--- src/rtl/hzdm.sv ---
// RAW-hazard scoreboard for the decode stage: per-register pending-write counters,
// issue stall generation and a fence drain sequencer.
module hzdm #(
    parameter int MAX_INFLIGHT = 3
) (
    input  logic       clk_i,
    input  logic       rst_i,
    input  logic       dec_valid_i,
    input  logic [4:0] dec_raddr1_i,
    input  logic       dec_rs1_used_i,
    input  logic [4:0] dec_raddr2_i,
    input  logic       dec_rs2_used_i,
    input  logic       dec_issue_i,
    input  logic       dec_reg_write_i,
    input  logic [4:0] dec_reg_addr_i,
    input  logic       wb_write_i,
    input  logic [4:0] wb_addr_i,
    input  logic       fence_req_i,
    output logic       fence_ack_o,
    output logic       stall_o,
    output logic       busy_o,
    output logic [7:0] inflight_o,
    output logic       err_o
);

    localparam int CW = $clog2(MAX_INFLIGHT + 1);

    typedef enum logic [1:0] {
        IDLE,
        DRAIN,
        DONE
    } state_t;

    state_t        state_q;
    logic [CW-1:0] cnt_q [32];
    logic [CW-1:0] cnt_d [32];
    logic [7:0]    inflight_q, inflight_d;
    logic          err_q, err_d;

    logic haz, ovf;
    logic issueWr, retireOk, retireBad, sameReg;

    // Entry 0 is never written, so x0 reads as "nothing pending" without special casing.
    assign haz = (dec_rs1_used_i && dec_raddr1_i != 5'd0 && cnt_q[dec_raddr1_i] != '0)
              || (dec_rs2_used_i && dec_raddr2_i != 5'd0 && cnt_q[dec_raddr2_i] != '0);
    assign ovf = dec_reg_write_i && dec_reg_addr_i != 5'd0
              && cnt_q[dec_reg_addr_i] == CW'(MAX_INFLIGHT);

    assign stall_o = rst_i && dec_valid_i && (haz || ovf || state_q != IDLE);

    assign issueWr   = dec_issue_i && !stall_o && dec_reg_write_i && dec_reg_addr_i != 5'd0;
    assign retireOk  = wb_write_i && wb_addr_i != 5'd0 && cnt_q[wb_addr_i] != '0;
    assign retireBad = wb_write_i && wb_addr_i != 5'd0 && cnt_q[wb_addr_i] == '0;
    assign sameReg   = issueWr && retireOk && dec_reg_addr_i == wb_addr_i;

    always_comb begin
        cnt_d      = cnt_q;
        inflight_d = inflight_q;
        if (issueWr && !sameReg) begin
            cnt_d[dec_reg_addr_i] = cnt_q[dec_reg_addr_i] + CW'(1);
            inflight_d            = inflight_d + 8'd1;
        end
        if (retireOk && !sameReg) begin
            cnt_d[wb_addr_i] = cnt_q[wb_addr_i] - CW'(1);
            inflight_d       = inflight_d - 8'd1;
        end
        err_d = err_q || (dec_issue_i && stall_o) || retireBad;
    end

    always_ff @(posedge clk_i) begin
        if (!rst_i) begin
            for (int i = 0; i < 32; i++) begin
                cnt_q[i] <= '0;
            end
            inflight_q <= 8'd0;
            err_q      <= 1'b0;
            state_q    <= IDLE;
        end else begin
            cnt_q      <= cnt_d;
            inflight_q <= inflight_d;
            err_q      <= err_d;
            // DRAIN watches the registered total, so the ack trails the last retire by a cycle.
            case (state_q)
                IDLE:    if (fence_req_i) state_q <= DRAIN;
                DRAIN:   if (inflight_q == 8'd0) state_q <= DONE;
                DONE:    state_q <= IDLE;
                default: state_q <= IDLE;
            endcase
        end
    end

    assign fence_ack_o = (state_q == DONE);
    assign busy_o      = (inflight_q != 8'd0);
    assign inflight_o  = inflight_q;
    assign err_o       = err_q;

endmodule

--- config.mk ---
export PLATFORM = sky130hd
export DESIGN_NAME = hzdm
export DESIGN_NICKNAME = d
export VERILOG_FILES = /design/src/rtl/hzdm.sv
export SDC_FILE = /design/constraint.sdc
export NUM_CORES = 1
export LEC_CHECK = 0
export BUFFER_PORTS_ARGS = -buffer_cell sky130_fd_sc_hd__buf_2
export CORE_ASPECT_RATIO = 1.25
export CORE_MARGIN = 5
export CORE_UTILIZATION = 60
export CTS_BUF_LIST = sky130_fd_sc_hd__clkbuf_16
export DETAILED_ROUTE_END_ITERATION = 6
export PLACE_DENSITY_LB_ADDON = 0.25
export SKIP_LAST_GASP = 1
export SYNTH_ARGS = -nofsm -noshare
export SYNTH_HDL_FRONTEND = slang
export SYNTH_SLANG_ARGS = --single-unit
export TNS_END_PERCENT = 10
--- constraint.sdc ---
create_clock -name clk_i -period 6.5 [get_ports clk_i]
set_input_delay 0.65 -clock clk_i [delete_from_list [all_inputs] [get_ports clk_i]]
set_output_delay 0.65 -clock clk_i [all_outputs]
set_load 0.02 [all_outputs]
# Word-level counts from Yosys, hierarchy flattened
# Index checks and enable logic that the tools add are counted.
[op_classes]
n_eq_ne = 6
n_mul = 0
muxes = 25
n_div = 0
add_sub_neg = 4
n_shift = 0
magnitude_cmp = 6
reduce_logical = 41
n_bitwise = 4
[ops]
columns = ["operator", "n"]
rows = [
  ["64-bit bitwise mux", 2],
  ["64-bit 2-to-1 mux", 2],
  ["2-bit binary-select mux with 5-bit select", 4],
  ["6-bit greater-or-equal comparator (second input constant)", 4],
  ["2-bit 2-to-1 mux", 12],
  ["5-bit inverter with 6-bit output", 4],
  ["1-bit logical AND", 21],
  ["2-bit demux with 5-bit select", 2],
  ["5-bit nonzero test", 4],
  ["8-bit 2-to-1 mux", 2],
  ["6-bit by 1-bit less-than comparator with 1-bit output (second input constant)", 2],
  ["8-bit by 1-bit adder with 8-bit output (second input constant)", 1],
  ["8-bit zero test", 1],
  ["2-bit nonzero test", 4],
  ["8-bit nonzero test", 1],
  ["8-bit by 1-bit subtractor with 8-bit output (second input constant)", 1],
  ["5-bit == test", 1],
  ["1-bit logical OR", 5],
  ["2-bit == test (second input constant)", 2],
  ["2-bit zero test", 2],
  ["2-bit inequality test (second input constant)", 2],
  ["2-bit case mux with 2 select lines", 1],
  ["2-bit by 1-bit adder with 2-bit output (second input constant)", 1],
  ["2-bit by 1-bit == test with 1-bit output (second input constant)", 1],
  ["3 further kinds", 4],
]
[word_totals]
register_bits = 75
rom_bits = 0
wordCells = 121
latch_bits = 0
mem_count = 0
mem_bits_rw = 0

# Depth between registers and ports, before layout
[logic_depth]
ltp_word = 21
ltp_mapped = 21

# Least setup slack after synthesis
# Ideal clock, no wire load.
[synth_path]
path_kind = "input-to-reg"
start = "input dec_reg_addr_i[0]"
end = "register inflight_q[6] (netlist: inflight_o[6])"
required_ns = 6.368
arrival_time_ns = 4.557
n_path_buf = 4
setup_slack_ns = 1.811
stages = 19
path_cell_list = "buf_1 -> buf_1 -> mux4_2 -> a22oi_1 -> o2111ai_1 -> ha_1 -> a211oi_1 -> o31a_1 -> o211ai_2 -> buf_6 -> a21oi_2 -> buf_4 -> nor2_1 -> a21oi_1 -> ha_1 -> inv_1 -> nor2_1 -> and4_1 -> nor3_1"
[synth_between]
elab_chain_len = 20
word_cells_on_any_way = 24
classes_between = "1 x add/sub; 2 x eq/ne; 5 x mux; 1 x bitwise; 15 x reduce/logical"
[synth_rtl]
columns = ["item", "line", "rtl"]
rows = [
  ["start, declared", "15", "input logic [4:0] dec_reg_addr_i,"],
  ["5-bit inverter with 6-bit output (not written as such)", "47", "&& cnt_q[dec_reg_addr_i] == CW'(MAX_INFLIGHT);"],
  ["2-bit binary-select mux with 5-bit select", "47", ""],
  ["2-bit 2-to-1 mux (not written as such) (2 in series)", "47", ""],
  ["2-bit == test", "47", ""],
  ["1-bit logical AND", "47", ""],
  ["1-bit logical OR (2 in series)", "49", "assign stall_o = rst_i && dec_valid_i && (haz || ovf || state_q != IDLE);"],
  ["1-bit logical AND", "49", ""],
  ["1-bit zero test", "51", "assign issueWr = dec_issue_i && !stall_o && dec_reg_write_i && dec_reg_addr_i != 5'd0;"],
  ["1-bit logical AND (3 in series)", "51", ""],
  ["1-bit logical AND (2 in series)", "54", "assign sameReg = issueWr && retireOk && dec_reg_addr_i == wb_addr_i;"],
  ["1-bit zero test", "59, 63", ""],
  ["1-bit logical AND", "59", "if (issueWr && !sameReg) begin"],
  ["8-bit 2-to-1 mux", "59", ""],
  ["8-bit by 1-bit subtractor with 8-bit output", "65", "inflight_d = inflight_d - 8'd1;"],
  ["8-bit 2-to-1 mux (*)", "63", "if (retireOk && !sameReg) begin"],
  ["end signal, assigned", "80", "inflight_q <= inflight_d;"],
  ["end, declared", "37", "logic [7:0] inflight_q, inflight_d;"],
]
# Mark *: on every way between the ends. The rest lies on a longest branch, timed or not. The select of a mux whose other input is x is not followed.
# A chain may end at the register's enable or synchronous reset.

# Worst setup path after layout
# Ends and elaborated chain as after synthesis.

==> results.cfg <==
[floorplan]
dieWidth_um = 100
row_count = 41
ios = 41
die_area_mm2 = 0.0124
core_mm2 = 0.0101
start_util = 0.610
die_h_um = 123

[worst_setup_path]
crit_path_end_kind = register
worst-setup-path-type = in2reg
reg2reg_to = inflight_o[6]$_SDFF_PN0_
cp_max_fo = 21
worst_setup_path_start_kind = primary input
worstSetupStartpoint = dec_reg_addr_i[0]
rrSetupSlack_ns = 1.81
crit_chain = buf_2, mux4_2, a22oi_1, o2111a_1, inv_1, ha_1, a211oi_1, o31a_1, o211ai_2, a21oi_2, nor2_1, a21oi_1, ha_1, inv_1, nor2_1, and4_1, nor3_1
max_stage_delay_ns = 0.77
critPathSlowestCell = a21oi_2
cp.arrival_ns = 5.51
worst_ep_required_time_ns = 6.72
rr_worst_depth = 16
timing.rr.start = cnt_q[42]$_SDFF_PN0_
worstSetupEndpoint = inflight_o[6]$_SDFF_PN0_

[placed_design]
post-place-ws_ns = 1.13
gp_congestion = 0.995
port_buffers = 40
hpwl_mm = 14.0

[clock_tree]
post_cts_resized = 0
clockBufferDepth = 2
cts_htree_levels = 3
hold_buffers = 0
clkTransAtPathRegs_ns = 0.06
cts_tree = done
cts_setup_buffers = 0
clock-root-buffer = clkbuf_16
cts_sinks = 75
clk_latency_ns = 0.35
cts_made_buffers = 9

[routing]
remaining_drc_errors = 0
routed_wl_mm = 21.0
first_iter_violations = 1020
dr.pass1.iters = 6
detail_route.wl_per_cell_um = 26.2
ant_nets = 0
via_per_inst = 7.71
vias = 6185

[global_routing]
use_met3 = 0.0875
overflow = 0
busiest_layer = met2
antenna_found_initial = 0
grt_pass1_wl_mm = 32.7
grt_use_met1 = 0.411
use_met2 = 0.551
grt_pass1_vias = 5984
grt_max_degree = 43
gr-usage-all-layers = 0.346

[synth]
ys_ff_latch = 75
synth_top_family_by_area = compound AO/OA/AOI/OAI gates
synth-compound-area-share = 0.234
netlist_area_mm2 = 0.00613
ys_seq_area_frac = 0.245
async_reset_ff_frac = 0
synth_nets = 712
avgSynthCellArea_um2 = 9.04
synth-xor-area-share = 0.0257
synth-simple-area-share = 0.200
synthFlopType = dfxtp_1
syn_inst = 678
yosys_warnings = 0
yosysUniqueCellTypes = 71
muxShareOfSynthArea = 0.220
synth_edf_count = 0
synth_adder_area_share = 0.0102

[finish]
syn_to_final_growth_pct = 5.92
fillCellCount = 850
antennaDiodeCount = 0
final_net_count = 703
drive_gt1_frac = 0.198

[power_and_ir_drop]
p_total_w = 0.00122
powerDensity_mw_per_mm2 = 188
p_leak_nw = 2.17
ir_worst_vdd_v = 0.000114

[timing]
fin_crit_ns = 5.29
slew_viol_final = 0
finalHoldViolations = 0
setup_viol = 0
layout_setup_ws_ns = 1.21
finalCritPeriodShare = 0.814
final.setup.tns_ns = 0
whs_ns = 0.477
fin_skew_ns = 0.00953
max_slew_margin = 0.354
rsz0062_at_grt = false
clock.fmax_ghz = 0.189
tightest_slew_ns = 0.967

[run_status]
outcome = completed

[worst_hold_path]
worstHoldPathType = reg2reg

[run]
maxCapViolCount = 0
==> logic make-up (layout without fill, tap and decap cells) <==
family                   after synthesis  count (layout)
adder cells (fa/ha/maj)                5               5
buffers and inverters                 90              85
multiplexers                          79              79
XOR/XNOR                              18              18
flip-flops                            75              75
AND/OR/NAND/NOR                      235             235
AO/OA/AOI/OAI                        176             176
==> metal layers <==
metal  vias up  part of all wire  wire length (um)
li1       2633                 -                 -
met1      2890              0.34              7170
met2       520              0.46              9750
met3       142              0.13              2650
met4         0             0.068              1420
met5         -                 0                 0
==> flip-flops by register name, summed over array words and instances (netlist names) <==
signal and count:
cnt_q 64, err_o 1, inflight_o 8, state_q 2
==> worst min path at each step <==
stage                                  startpoint                 endpoint  slack [ns]  cells past startpoint
final                     state_q[1]$_SDFFE_PN0P_  state_q[0]$_SDFFE_PN0P_        0.48                      1
after global routing      state_q[1]$_SDFFE_PN0P_  state_q[0]$_SDFFE_PN0P_        0.51                      1
after CTS                 state_q[1]$_SDFFE_PN0P_  state_q[0]$_SDFFE_PN0P_        0.48                      1
after detailed placement  state_q[1]$_SDFFE_PN0P_  state_q[0]$_SDFFE_PN0P_        0.47                      1
after global placement    state_q[1]$_SDFFE_PN0P_  state_q[0]$_SDFFE_PN0P_        0.46                      1
after floorplan           state_q[1]$_SDFFE_PN0P_  state_q[0]$_SDFFE_PN0P_        0.43                      1
==> metrics by stage <==
stage	cells	area (um2)	util
3_3_place_gp	787	6240	0.621
5_1_grt	802	6490	0.646
4_1_cts	802	6490	0.646
2_1_floorplan	678	6130	-
6_report	802	6490	0.646
3_5_place_dp	787	6240	0.621
==> critical path: cells and delay by family <==
family	cells	cell delay, ns
adders and majority gates	2	0.39
muxes	1	0.61
and+or+nand+nor	4	0.62
buffers and inverters	3	0.64
AOI/OAI and AO/OA	7	2.58
==> synth_stat cells (19+ instances only) <==
| cell type | count | share of area |
|---|---|---|
| dfxtp_1 | 75 | 0.24 |
| a21oi_1 | 19 | 0.016 |
| nand2_1 | 34 | 0.021 |
| nor2_1 | 60 | 0.037 |
| a221oi_1 | 27 | 0.039 |
| mux4_2 | 44 | 0.16 |
| nor3_1 | 48 | 0.039 |
| inv_1 | 19 | 0.012 |
| a211oi_1 | 23 | 0.028 |
| clkbuf_1 | 39 | 0.024 |
| o21ai_0 | 24 | 0.020 |
| mux2i_1 | 31 | 0.051 |
==> cell usage in the layout (no fill, tap or decap), types with 15 or more instances in the layout <==
master and count:
a211oi_1 23, o311a_1 15, nor2_1 60, a221oi_1 27, mux2i_1 31, xor2_1 15
o21ai_0 24, inv_1 22, dfxtp_1 75, a21oi_1 19, nand2_1 34, buf_2 40
nor3_1 48, mux4_2 44
==> power breakdown <==
part / switching, W / internal [W] / total [W]
sequential: 0.0000205 / 0.000472 / 0.000493
clock: 0.000197 / 0.000250 / 0.000447
combinational: 0.000194 / 0.0000891 / 0.000283
total: 0.000412 / 0.000812 / 0.00122
==> area by class of cell <==
type | instances | area, um2 | share of cell area
Clock buffer | 9 | 225 | 0.0347
Sequential cell | 75 | 1500 | 0.231
Multi-Input combinational cell | 513 | 4230 | 0.651
Tap cell | 129 | 161 | 0.0249
Clock inverter | 6 | 27.5 | 0.00424
Timing Repair Buffer | 50 | 275 | 0.0424
Inverter | 20 | 75.1 | 0.0116
Power figures use the tool's default switching activity.
